[src/rtl/fir_pkg.sv]
// Shared constants and helpers for the FIR sample-path FIFO blocks.
package fir_pkg;

    localparam int FIR_SAMPLE_W = 16;

    // Pointer-advance decode: bit 1 = read side advances, bit 0 = write side advances
    typedef enum logic [1:0] {
        OP_IDLE  = 2'b00,
        OP_WRITE = 2'b01,
        OP_READ  = 2'b10,
        OP_BOTH  = 2'b11
    } fifo_op_e;

    function automatic int fifo_ptr_w(input int depth);
        return $clog2(depth);
    endfunction

endpackage

[src/rtl/fir_fifo_ram.sv]
// Simple dual-port sample RAM: one write port, one registered read port.
// Storage has no reset; only the read register clears on rst.
module fir_fifo_ram #(
    parameter int DWIDTH = 16,
    parameter int DEPTH  = 64,
    parameter int AWIDTH = 6
) (
    input  logic              clk,
    input  logic              rst,
    input  logic              wr_en,
    input  logic [AWIDTH-1:0] wr_addr,
    input  logic [DWIDTH-1:0] wr_data,
    input  logic              rd_en,
    input  logic [AWIDTH-1:0] rd_addr,
    output logic [DWIDTH-1:0] rd_data
);

    logic [DWIDTH-1:0] mem [DEPTH];

    always_ff @(posedge clk) begin
        if (wr_en) begin
            mem[wr_addr] <= wr_data;
        end
    end

    always_ff @(posedge clk) begin
        if (rst) begin
            rd_data <= '0;
        end else if (rd_en) begin
            rd_data <= mem[rd_addr];
        end
    end

endmodule

[src/rtl/fir_sample_fifo.sv]
// Single-clock sample FIFO with occupancy count, almost flags and sticky error flags.
// Define FIR_FIFO_FWFT_EN for first-word-fall-through reads (head word prefetched into dout).
module fir_sample_fifo
    import fir_pkg::*;
#(
    parameter int DWIDTH    = FIR_SAMPLE_W,
    parameter int DEPTH     = 64,
    parameter int AF_THRESH = 56,
    parameter int AE_THRESH = 8
) (
    input  logic                         clk,
    input  logic                         rst,
    input  logic                         wr_en,
    input  logic [DWIDTH-1:0]            din,
    input  logic                         rd_en,
    output logic [DWIDTH-1:0]            dout,
    output logic                         full,
    output logic                         empty,
    output logic                         almost_full,
    output logic                         almost_empty,
    output logic [$clog2(DEPTH):0]       count,
    output logic                         overflow,
    output logic                         underflow
);

    localparam int PTR_W = fifo_ptr_w(DEPTH);
    localparam int CNT_W = PTR_W + 1;

    localparam logic [CNT_W-1:0] FULL_LVL = CNT_W'(DEPTH);
    localparam logic [CNT_W-1:0] AF_LVL   = CNT_W'(AF_THRESH);
    localparam logic [CNT_W-1:0] AE_LVL   = CNT_W'(AE_THRESH);
    localparam logic [PTR_W:0]   PTR_ONE  = (PTR_W + 1)'(1);

    logic [PTR_W:0]   wptr;
    logic [PTR_W:0]   rptr;
    logic [CNT_W-1:0] ptr_diff;
    logic             wr_ok;
    logic             rd_ok;
    logic             ram_rd;
    logic             ram_wr;
    fifo_op_e         op;

    assign ptr_diff = wptr - rptr;
    assign wr_ok    = wr_en && !full;

`ifdef FIR_FIFO_FWFT_EN
    // rptr addresses the next RAM word not yet in the output register,
    // so the prefetched head word is counted separately via out_valid.
    logic out_valid;
    logic ram_has_word;

    assign ram_has_word = (ptr_diff != '0);
    assign rd_ok        = rd_en && out_valid;
    assign ram_rd       = ram_has_word && (!out_valid || rd_ok);
    assign count        = ptr_diff + CNT_W'(out_valid);
    assign empty        = !out_valid;

    always_ff @(posedge clk) begin
        if (rst) begin
            out_valid <= 1'b0;
        end else if (ram_rd) begin
            out_valid <= 1'b1;
        end else if (rd_ok) begin
            out_valid <= 1'b0;
        end
    end
`else
    assign count  = ptr_diff;
    assign empty  = (ptr_diff == '0);
    assign rd_ok  = rd_en && !empty;
    assign ram_rd = rd_ok;
`endif

    assign full         = (count == FULL_LVL);
    assign almost_full  = (count >= AF_LVL);
    assign almost_empty = (count <= AE_LVL);

    assign ram_wr = wr_ok && !rst;
    assign op     = fifo_op_e'({ram_rd, wr_ok});

    always_ff @(posedge clk) begin
        if (rst) begin
            wptr <= '0;
            rptr <= '0;
        end else begin
            unique case (op)
                OP_WRITE: wptr <= wptr + PTR_ONE;
                OP_READ:  rptr <= rptr + PTR_ONE;
                OP_BOTH: begin
                    wptr <= wptr + PTR_ONE;
                    rptr <= rptr + PTR_ONE;
                end
                default: ;
            endcase
        end
    end

    always_ff @(posedge clk) begin
        if (rst) begin
            overflow  <= 1'b0;
            underflow <= 1'b0;
        end else begin
            if (wr_en && full) begin
                overflow <= 1'b1;
            end
            if (rd_en && empty) begin
                underflow <= 1'b1;
            end
        end
    end

    fir_fifo_ram #(
        .DWIDTH (DWIDTH),
        .DEPTH  (DEPTH),
        .AWIDTH (PTR_W)
    ) u_ram (
        .clk     (clk),
        .rst     (rst),
        .wr_en   (ram_wr),
        .wr_addr (wptr[PTR_W-1:0]),
        .wr_data (din),
        .rd_en   (ram_rd),
        .rd_addr (rptr[PTR_W-1:0]),
        .rd_data (dout)
    );

endmodule

[config.mk]
export PLATFORM = sky130hd
export DESIGN_NAME = fir_sample_fifo
export DESIGN_NICKNAME = d
export VERILOG_FILES = /design/src/rtl/fir_pkg.sv /design/src/rtl/fir_fifo_ram.sv /design/src/rtl/fir_sample_fifo.sv
export SDC_FILE = /design/constraint.sdc
export NUM_CORES = 1
export LEC_CHECK = 0
export CORE_MARGIN = 10
export CORE_UTILIZATION = 43
export CTS_BUF_LIST = sky130_fd_sc_hd__clkbuf_8
export CTS_CLUSTER_SIZE = 25
export DETAILED_ROUTE_END_ITERATION = 10
export DONT_BUFFER_PORTS = 1
export HOLD_SLACK_MARGIN = 0.02
export SLEW_MARGIN = 25
export SYNTH_ARGS = -nofsm -noshare
export SYNTH_HDL_FRONTEND = slang
export SYNTH_SLANG_ARGS = --single-unit
[constraint.sdc]
create_clock -name clk -period 10.5 [get_ports clk]
set_input_delay 1.05 -clock clk [delete_from_list [all_inputs] [get_ports clk]]
set_output_delay 1.05 -clock clk [all_outputs]
set_load 0.02 [all_outputs]
Yosys cells after proc, flatten, opt, wreduce, memory -nomap -nowiden
Memories as Yosys holds them, arrays and structs flattened. A register that Yosys moved wholly into a read port is not among the register bits.
Cells that the tools add are included.

word-level totals
  word-level logic and storage cells = 27
  register bits = 16
  input port bits = 20
  memories = 1
  output and inout bits = 29
  RAM bits = 1,024

cells by class
  reduce and logical (&&, ||, !) cells = 11
  add/sub/neg operators = 3
  equality and inequality tests = 4
  multiplexer cells = 2
  $lt $le $gt $ge = 2

memory list
  memory     depth  bits a word  rd ports  clocked after memory_dff  wr ports  line                text
  u_ram.mem  64     16           1         1                         1         fir_fifo_ram.sv:18  logic [DWIDTH-1:0] mem [DEPTH];

operators by type and width
  kind                                                               number
  adder 7 x 1 -> 7 bit, second input constant                        2
  equality test 7 bit, second input constant                         1
  greater-or-equal comparator 7 x 6 -> 1 bit, second input constant  1
  less-or-equal comparator 7 x 4 -> 1 bit, second input constant     1
  logical NOT 7 bit                                                  1
  subtractor 7 bit                                                   1
  logical AND 1 bit                                                  5
  equality test 2 bit, second input constant                         2
  OR reduction 2 bit                                                 2
  logical NOT 1 bit                                                  3
  equality test 2 x 1 -> 1 bit, second input constant                1
  two-way mux 1 bit                                                  2

Depth between registers and ports, before layout
Gate-level depths: netlist of run 1.

  word-level depth = 7
  mapped depth = 16
  depth with buffers taken out = 13

Hierarchy
A second synthesis of run 1 with hierarchy kept.

second synthesis, totals
  cell total of the unflattened synthesis = 2,159
  area total of the unflattened synthesis = 41,167.0 um^2

by module, submodules not included
  module           seq. area each (um^2)  times used  area each (um^2)  cells an instance
  fir_fifo_ram     31,069.8               1           40,146.0          2,036
  fir_sample_fifo  320.3                  1           1,021.0           123

Worst setup path after synthesis of run 1
No wires, ideal clock.

  path type = register to output
  start point = register rptr[3]
  end point = output port almost_empty
  required time = 9.450 ns
  stages on the path, launching flop included = 11
  buffers on the path = 3
  arrival time = 3.898 ns
  path slack = 5.552 ns
  cell sequence = dfxtp_1 > clkbuf_1 > clkinv_1 > clkbuf_1 > clkbuf_1 > ha_1 > and2_1 > a221o_1 > or3_1 > and2_1 > a2111oi_0

between the ends
  longest elaborated chain between the ends = 2

ends and longest elaborated chain
  item                                     line                   text
  from (decl)                              fir_sample_fifo.sv:35  logic [PTR_W:0] rptr;
  from (signal assigned)                   fir_sample_fifo.sv:88  OP_READ: rptr <= rptr + PTR_ONE;
  from (signal assigned)                   fir_sample_fifo.sv:91  rptr <= rptr + PTR_ONE;
  subtractor 7 bit                         fir_sample_fifo.sv:43  assign ptr_diff = wptr - rptr;
  via count[5]                             fir_sample_fifo.sv:21  output logic [$clog2(DEPTH):0] count,
  less-or-equal comparator 7 x 4 -> 1 bit  fir_sample_fifo.sv:76  assign almost_empty = (count <= AE_LVL);
  to (decl)                                fir_sample_fifo.sv:20  output logic almost_empty,

The timed path passes the listed nets, and every way through them passes these cells.

Worst setup path after layout of run 1
  start point = register rptr[2]
  end point = output port full

between the ends
  longest elaborated chain between the ends = 2

ends and longest elaborated chain
  item                 line                   text
  subtractor 7 bit     fir_sample_fifo.sv:43
  via count[2]         fir_sample_fifo.sv:21
  equality test 7 bit  fir_sample_fifo.sv:74  assign full = (count == FULL_LVL);
  to (decl)            fir_sample_fifo.sv:17  output logic full,

The timed path passes the listed nets, and every way through them passes these cells.

==> flow_metrics.py, run 1 <==
metrics = {
    "placement": {
        "place_area_sq_um": 42610,
        "hpwl_um": 61070,
        "dp_slack_ns": 5.164,
        "io_buffers": 0,
        "gp_congestion": 0.8302,
    },
    "sta": {
        "fin_crit_sh": 0.5358,
        "whs_ns": 0.3005,
        "hold_viol": 0,
        "rsz0062_at_grt": "no",
        "setup-violations-final": 0,
        "fin_crit_ns": 5.626,
        "finalMaxSlewViolations": 0,
        "relSlewSlack": 0.2917,
        "tns_ns": 0,
        "layout_setup_ws_ns": 4.874,
        "tightest_slew_ns": 1.058,
        "fmax_mhz": 177.7,
        "finalClockSkew_ns": 0.03620,
    },
    "critical_path": {
        "worst_setup_path_start_kind": "register",
        "cp_data_required_time_ns": 9.45,
        "crit_fanout": 41,
        "end_kind": "output port",
        "cpMaxStageDelayCell": "dfxtp_4",
        "arrival_ns": 4.58,
        "cp_slowest_stage_delay_ns": 0.73,
        "crit_type": "register to output port",
        "cp_cell_sequence": "inv_1 -> ha_1 -> xor2_1 -> or3_1 -> a2111o_2 -> nand2b_2 -> inv_2",
    },
    "synthesis": {
        "synthXorXnorAreaFrac": 0.002572,
        "yosysMostFrequentCell": "edfxtp_1",
        "postSynthCellCount": 1976,
        "syn_area_per_cell_sq_um": 20.68,
        "synthAdderAreaFrac": 0.002939,
        "yosys-top-cells-area": "edfxtp_1, mux4_2, dfxtp_1, mux2i_1, nand2_1",
        "ys_warn_count": 0,
        "async_flop_share": 0,
        "synth_top_family_by_area": "multiplexers",
        "ys_ff_latch": 1056,
        "synth.distinct_cells": 62,
        "ys_top_cells_by_count": "edfxtp_1, mux4_2, nand2_1, nor2_1, mux2i_1",
        "synth-compound-area-share": 0.03514,
        "synthMuxAreaShare": 0.1450,
        "syn_area_sq_um": 40870,
        "synth_edf_count": 1024,
        "synth_largest_area_cell": "edfxtp_1",
        "yosys.area.top_type_share": 0.7524,
        "syn_nets": 2005,
        "seq_area_frac_synth": 0.7680,
        "ys.flop_type": "edfxtp_1",
        "yosys.area_share.simple": 0.03123,
    },
    "floorplan": {
        "fp.dieArea_sq_um": 107800,
        "rows": 113,
        "start_util": 0.4321,
        "die_w_um": 328.3,
        "ios": 49,
        "die_h_um": 328.3,
        "fp.coreArea_sq_um": 94590,
    },
    "cts": {
        "cts_sinks": 1056,
        "clk_pin_slew_ns": 0.06,
        "cts_resized": 0,
        "htreeDepth": 4,
        "cts_tree": "done",
        "post_cts_buffers": 0,
        "clk_latency_ns": 0.83,
        "cts_root_buf": "clkbuf_8",
        "cts_buffers": 162,
        "ctsHoldBuffers": 0,
        "cts_max_path_buffers": 3,
    },
    "min_path": {
        "hp-class": "primary input to register",
    },
    "grt": {
        "grt_pass1_vias": 20870,
        "track_usage": 0.1955,
        "grt.overflow.total": 0,
        "grt_pass1_wl_um": 152600,
        "antenna_found_initial": 2,
        "grt_start_max_net_pins": 126,
    },
    "power": {
        "p_switching_uw": 2802,
        "p_sw_frac": 0.2851,
        "power_frac_seq": 0.491,
        "powerDensity_nw_per_um2": 215.9,
        "power_frac_clock": 0.312,
        "p_int_uw": 7026,
        "power_frac_comb": 0.197,
        "p_leak_uw": 0.01412,
        "peakVddDrop_mv": 0.2040,
    },
    "layout": {
        "fin_area_sq_um": 45510,
        "layout.nets": 2141,
        "syn_to_final_growth_pct": 11.35,
        "layout-drive-gt1-share": 0.2403,
        "fillCellCount": 7758,
        "final_util": 0.4811,
    },
    "route": {
        "drtIter0Drc": 2259,
        "detail_route.wl_per_cell_um": 30.13,
        "vias": 20740,
        "routed_wl_um": 105800,
        "vias_per_cell": 5.907,
        "firstDrtPassIters": 7,
        "drc_errors": 0,
        "detail-route-antenna-nets": 0,
    },
    "outcome": {
        "outcome": "finished, final reports clean",
    },
    "run": {
        "maxCapViolations": 0,
    },
}
==> per-stage QoR <==
step	total power, uW	instances
CTS	9918	3508
finish	9828	3511
global route	10200	3509
floorplan	6289	1976
global placement	6857	3213
detailed placement	6871	3213
==> metal layers <==
layer / GRT usage / vias to the layer above / wire [um]
li1: - / 8535 / -
met1: 0.2729 / 11030 / 43490
met2: 0.2973 / 996 / 49670
met3: 0.04560 / 181 / 9231
met4: 0.07489 / 0 / 3404
met5: 0 / - / 0
==> flip-flops by register name (all words and copies together), names as in the netlist <==
| name | cells |
|---|---|
| u_ram.mem | 1024 |
| underflow | 1 |
| wptr | 7 |
| overflow | 1 |
| u_ram.rd_data | 16 |
| rptr | 7 |
==> power by group through the flow <==
stage	Clock, uW	Combinational [uW]	Sequential, uW
global route	3320	2060	4830
floorplan	0	1480	4810
CTS	3130	1970	4820
detailed placement	0	1960	4910
finish	3070	1940	4820
global placement	0	1950	4910
==> cell usage in the layout (no fill, tap or decap), drive strengths merged, types with 4 or more instances in the layout <==
master,n
and3,16
mux2i,59
o21ai,15
a22oi,31
a31oi,7
a211oi,29
ha,8
o22ai,14
a221oi,9
nor2,88
and2,4
edfxtp,1024
nand3,27
or3,9
xnor2,6
buf,85
nor2b,13
a21oi,28
nand2,96
o221ai,12
a311oi,12
nor3,12
clkinvlp,5
nand3b,5
dfxtp,32
xor2,6
a22o,9
inv,73
clkinv,65
clkbuf,167
mux4,237
==> worst max-delay path: cells and delay by family (launching register included) <==
family / cells / cell delay, ns
adder cells (fa/ha/maj): 1 / 0.64
AO/OA/AOI/OAI: 1 / 0.58
flip-flops: 1 / 0.73
AND/OR/NAND/NOR: 2 / 0.71
buffers and inverters: 2 / 0.87
XOR/XNOR: 1 / 0.22
==> layout make-up <==
cell class	instances	area (sq um)	share of cell area
Antenna cell	3	7.507	0.0001650
Tap cell	1265	1583	0.03478
Multi-Input combinational cell	791	8886	0.1953
Sequential cell	1056	31400	0.6900
Timing Repair Buffer	85	663.1	0.01457
Clock buffer	167	2298	0.05050
Inverter	16	73.82	0.001622
Clock inverter	128	596.8	0.01311
==> path summary, 6_finish.rpt <==
| path | slack [ns] | end | cells after the start | start |
|---|---|---|---|---|
| worst max-delay path | 4.87 | full | 7 | rptr[2]$_SDFFE_PP0P_ |
| worst min-delay path | 0.30 | overflow$_SDFFE_PP0P_ | 1 | rst |
| worst max register to register | 5.19 | u_ram.mem[32][7]$_DFFE_PP_ | 10 | rptr[2]$_SDFFE_PP0P_ |
| worst min register to register | 0.51 | rptr[6]$_SDFFE_PP0P_ | 2 | rptr[6]$_SDFFE_PP0P_ |
==> cell families (layout without fill, tap and decap cells) <==
group                      count (synthesis)  in the layout
AOI/OAI and AO/OA                        193            193
xor gates and xnor gates                  12             12
adders and majority gates                  9              9
buffers and inverters                    129            396
DFF                                     1056           1056
muxes                                    296            296
other                                      0              3
and+or+nand+nor                          281            281
Note: power is estimated with default switching activity, not from simulation.
==> run 2: changes to the inputs <==
==> constraint.sdc (replaced) <==
create_clock -name clk -period 4.5 [get_ports clk]
set_input_delay 0.45 -clock clk [delete_from_list [all_inputs] [get_ports clk]]
set_output_delay 0.45 -clock clk [all_outputs]
set_load 0.02 [all_outputs]
==> run 2 against run 1 <==
- final cell count up 1.8%
- die area unchanged
- largest cell class unchanged
- sequential power up 130%
- global-route usage down 0.59 points
- first-iteration DRC count up 0.62%
- largest power group unchanged
- sequential cell count unchanged
- clock power up 140%
- via count down 0.38%
==> flow_metrics.py, run 2 (synthesis gave the netlist of run 1 again) <==
metrics = {
    "route": {
        "routed_wl_um": 102600,
        "firstDrtPassIters": 5,
        "vias_per_cell": 5.782,
        "vias": 20660,
        "drtIter0Drc": 2273,
        "drc_errors": 0,
        "detail-route-antenna-nets": 0,
        "detail_route.wl_per_cell_um": 28.71,
    },
    "sta": {
        "whs_ns": 0.1130,
        "finalMaxSlewViolations": 0,
        "layout_setup_ws_ns": 0.2137,
        "fmax_mhz": 233.3,
        "tightest_slew_ns": 1.089,
        "rsz0062_at_grt": "no",
        "fin_crit_ns": 4.286,
        "finalClockSkew_ns": 0.04007,
        "relSlewSlack": 0.2719,
        "hold_viol": 0,
        "fin_crit_sh": 0.9525,
        "setup-violations-final": 0,
    },
    "critical_path": {
        "r2r-start": "wptr[0]$_SDFFE_PP0P_",
        "reg2reg_setup_slack_ns": 0.21,
        "worst_setup_path_start_kind": "register",
        "cp_cell_sequence": "inv_1 -> ha_1 -> inv_1 -> fa_1 -> a211oi_1 -> o21bai_1 -> a21oi_1 -> xor2_1 -> bufinv_8 -> nand2b_2 -> inv_2 -> or4b_1 -> nor2_1 -> buf_4",
        "crit_type": "register to register",
        "cpMaxStageDelayCell": "or4b_1",
        "cp_data_required_time_ns": 4.98,
        "crit_fanout": 16,
        "critPathLaunch": "wptr[0]$_SDFFE_PP0P_",
        "cp_common_cell": "inv_1",
        "cp_slowest_stage_delay_ns": 0.74,
        "reg2reg_to": "u_ram.mem[3][2]$_DFFE_PP_",
        "worstSetupEndpoint": "u_ram.mem[3][2]$_DFFE_PP_",
        "cpLargestDelayFamily": "simple AND/OR/NAND/NOR gates",
        "end_kind": "register",
        "reg2reg_depth": 14,
        "crit_cells": 14,
        "path_buf_inv": 5,
        "arrival_ns": 4.77,
    },
    "grt": {
        "antenna_found_initial": 2,
        "track_usage": 0.1896,
        "grt_pass1_vias": 21320,
        "grt.overflow.total": 0,
        "grt_start_max_net_pins": 143,
        "grt_pass1_wl_um": 149100,
    },
    "layout": {
        "top_register": "u_ram.mem",
        "fillCellCount": 7673,
        "final_util": 0.4907,
        "syn_to_final_growth_pct": 13.56,
        "largest_reg_flops": 1024,
        "mostFrequentLayoutCell": "edfxtp_1",
        "fin_area_sq_um": 46410,
        "layout-drive-gt1-share": 0.2544,
        "layout_common_cells": "edfxtp_1, mux4_2, clkbuf_8",
        "reg.largest.list": "u_ram.mem: 1024 flops, u_ram.rd_data: 16 flops",
        "layout.nets": 2200,
    },
    "placement": {
        "place_area_sq_um": 42780,
        "gp_congestion": 0.8503,
        "dp_slack_ns": 0.2737,
        "hpwl_um": 59530,
        "io_buffers": 0,
    },
    "floorplan": {
        "rows": 113,
        "start_util": 0.4321,
        "fp.dieArea_sq_um": 107800,
        "ios": 49,
        "die_w_um": 328.3,
        "fp.coreArea_sq_um": 94590,
        "die_h_um": 328.3,
    },
    "outcome": {
        "outcome": "finished, final reports clean",
    },
    "cts": {
        "clk_pin_slew_ns": 0.06,
        "cts_sinks": 1056,
        "cts_buffers": 163,
        "clk_latency_ns": 0.82,
        "cts_max_path_buffers": 3,
        "cts_tree": "done",
        "htreeDepth": 4,
        "cts_root_buf": "clkbuf_8",
    },
    "power": {
        "peakVddDrop_mv": 0.5043,
        "powerDensity_nw_per_um2": 503.6,
        "p_leak_uw": 0.01457,
    },
    "run": {
        "maxCapViolations": 0,
    },
    "min_path": {
        "hp-class": "primary input to register",
    },
}
run 2: cell count changes in the layout (fill, tap and decap cells not counted), sizes merged:
| cell | change |
|---|---|
| buf | +38 |
| bufinv | +3 |
| clkbuf | -4 |
| clkinv | -6 |
| clkinvlp | +2 |
| diode | -2 |
| dlygate4sd3 | +20 |
| inv | +11 |
run 2: tightest hold or removal path, cell delays in order:
cell	delay, ns
and3_1	0.18
o2111ai_1	0.11
xor2_1	0.08
nor2_1	0.08
run 2: how the worst min path moves through the flow:
stage                                    start                   end  cells after the start
after global placement    rptr[6]$_SDFFE_PP0P_  rptr[6]$_SDFFE_PP0P_                      2
after floorplan           rptr[6]$_SDFFE_PP0P_  rptr[6]$_SDFFE_PP0P_                      2
after detailed placement  rptr[6]$_SDFFE_PP0P_  rptr[6]$_SDFFE_PP0P_                      2
final                                    wr_en  wptr[6]$_SDFFE_PP0P_                      4
after global routing                     wr_en  wptr[6]$_SDFFE_PP0P_                      4
after CTS                                wr_en  wptr[6]$_SDFFE_PP0P_                      4
run 2: through the flow:
step                      TNS, ns  total power, uW  std cells
after global placement          0            16090       3232
after floorplan            -24.86            14680       1976
after global routing            0            24270       3573
final                           0            23380       3573
after detailed placement        0            16110       3232
after CTS                       0            23590       3570
run 2: report_power, final:
group | total (uW) | internal (uW) | switching, uW
Clock | 7270 | 3580 | 3690
Combinational | 5030 | 2180 | 2850
Sequential | 11100 | 10900 | 185
Total | 23400 | 16700 | 6720
run 2: routing by layer:
| layer | vias to the layer above | GRT usage | routed length (um) |
|---|---|---|---|
| met4 | 0 | 0.06239 | 2755 |
| met2 | 909 | 0.2930 | 48320 |
| met5 | - | 0 | 0 |
| li1 | 8656 | - | - |
| met1 | 10930 | 0.2688 | 43140 |
| met3 | 168 | 0.03779 | 8353 |
run 2: repair_timing:
item | 4_1_cts | 5_1_grt
hold buffers | 37 | 0
gates resized for setup | 0 | 2
setup buffers | 0 | 2
endpoints found under the hold margin | 1056 | 0
setup endpoints to repair | 0 | 21
run 2: final cells by class:
cell class              instances  area, sq um  share of cell area
flip-flops and latches       1056        31400              0.6765
multi-input cells             791         8914              0.1920
clock buffers                 163         2243             0.04833
well taps                    1265         1583             0.03410
repair buffers                143         1494             0.03219
clock inverters               138        703.2             0.01515
inverters                      16        73.82            0.001590
diodes                          1        2.502          0.00005391
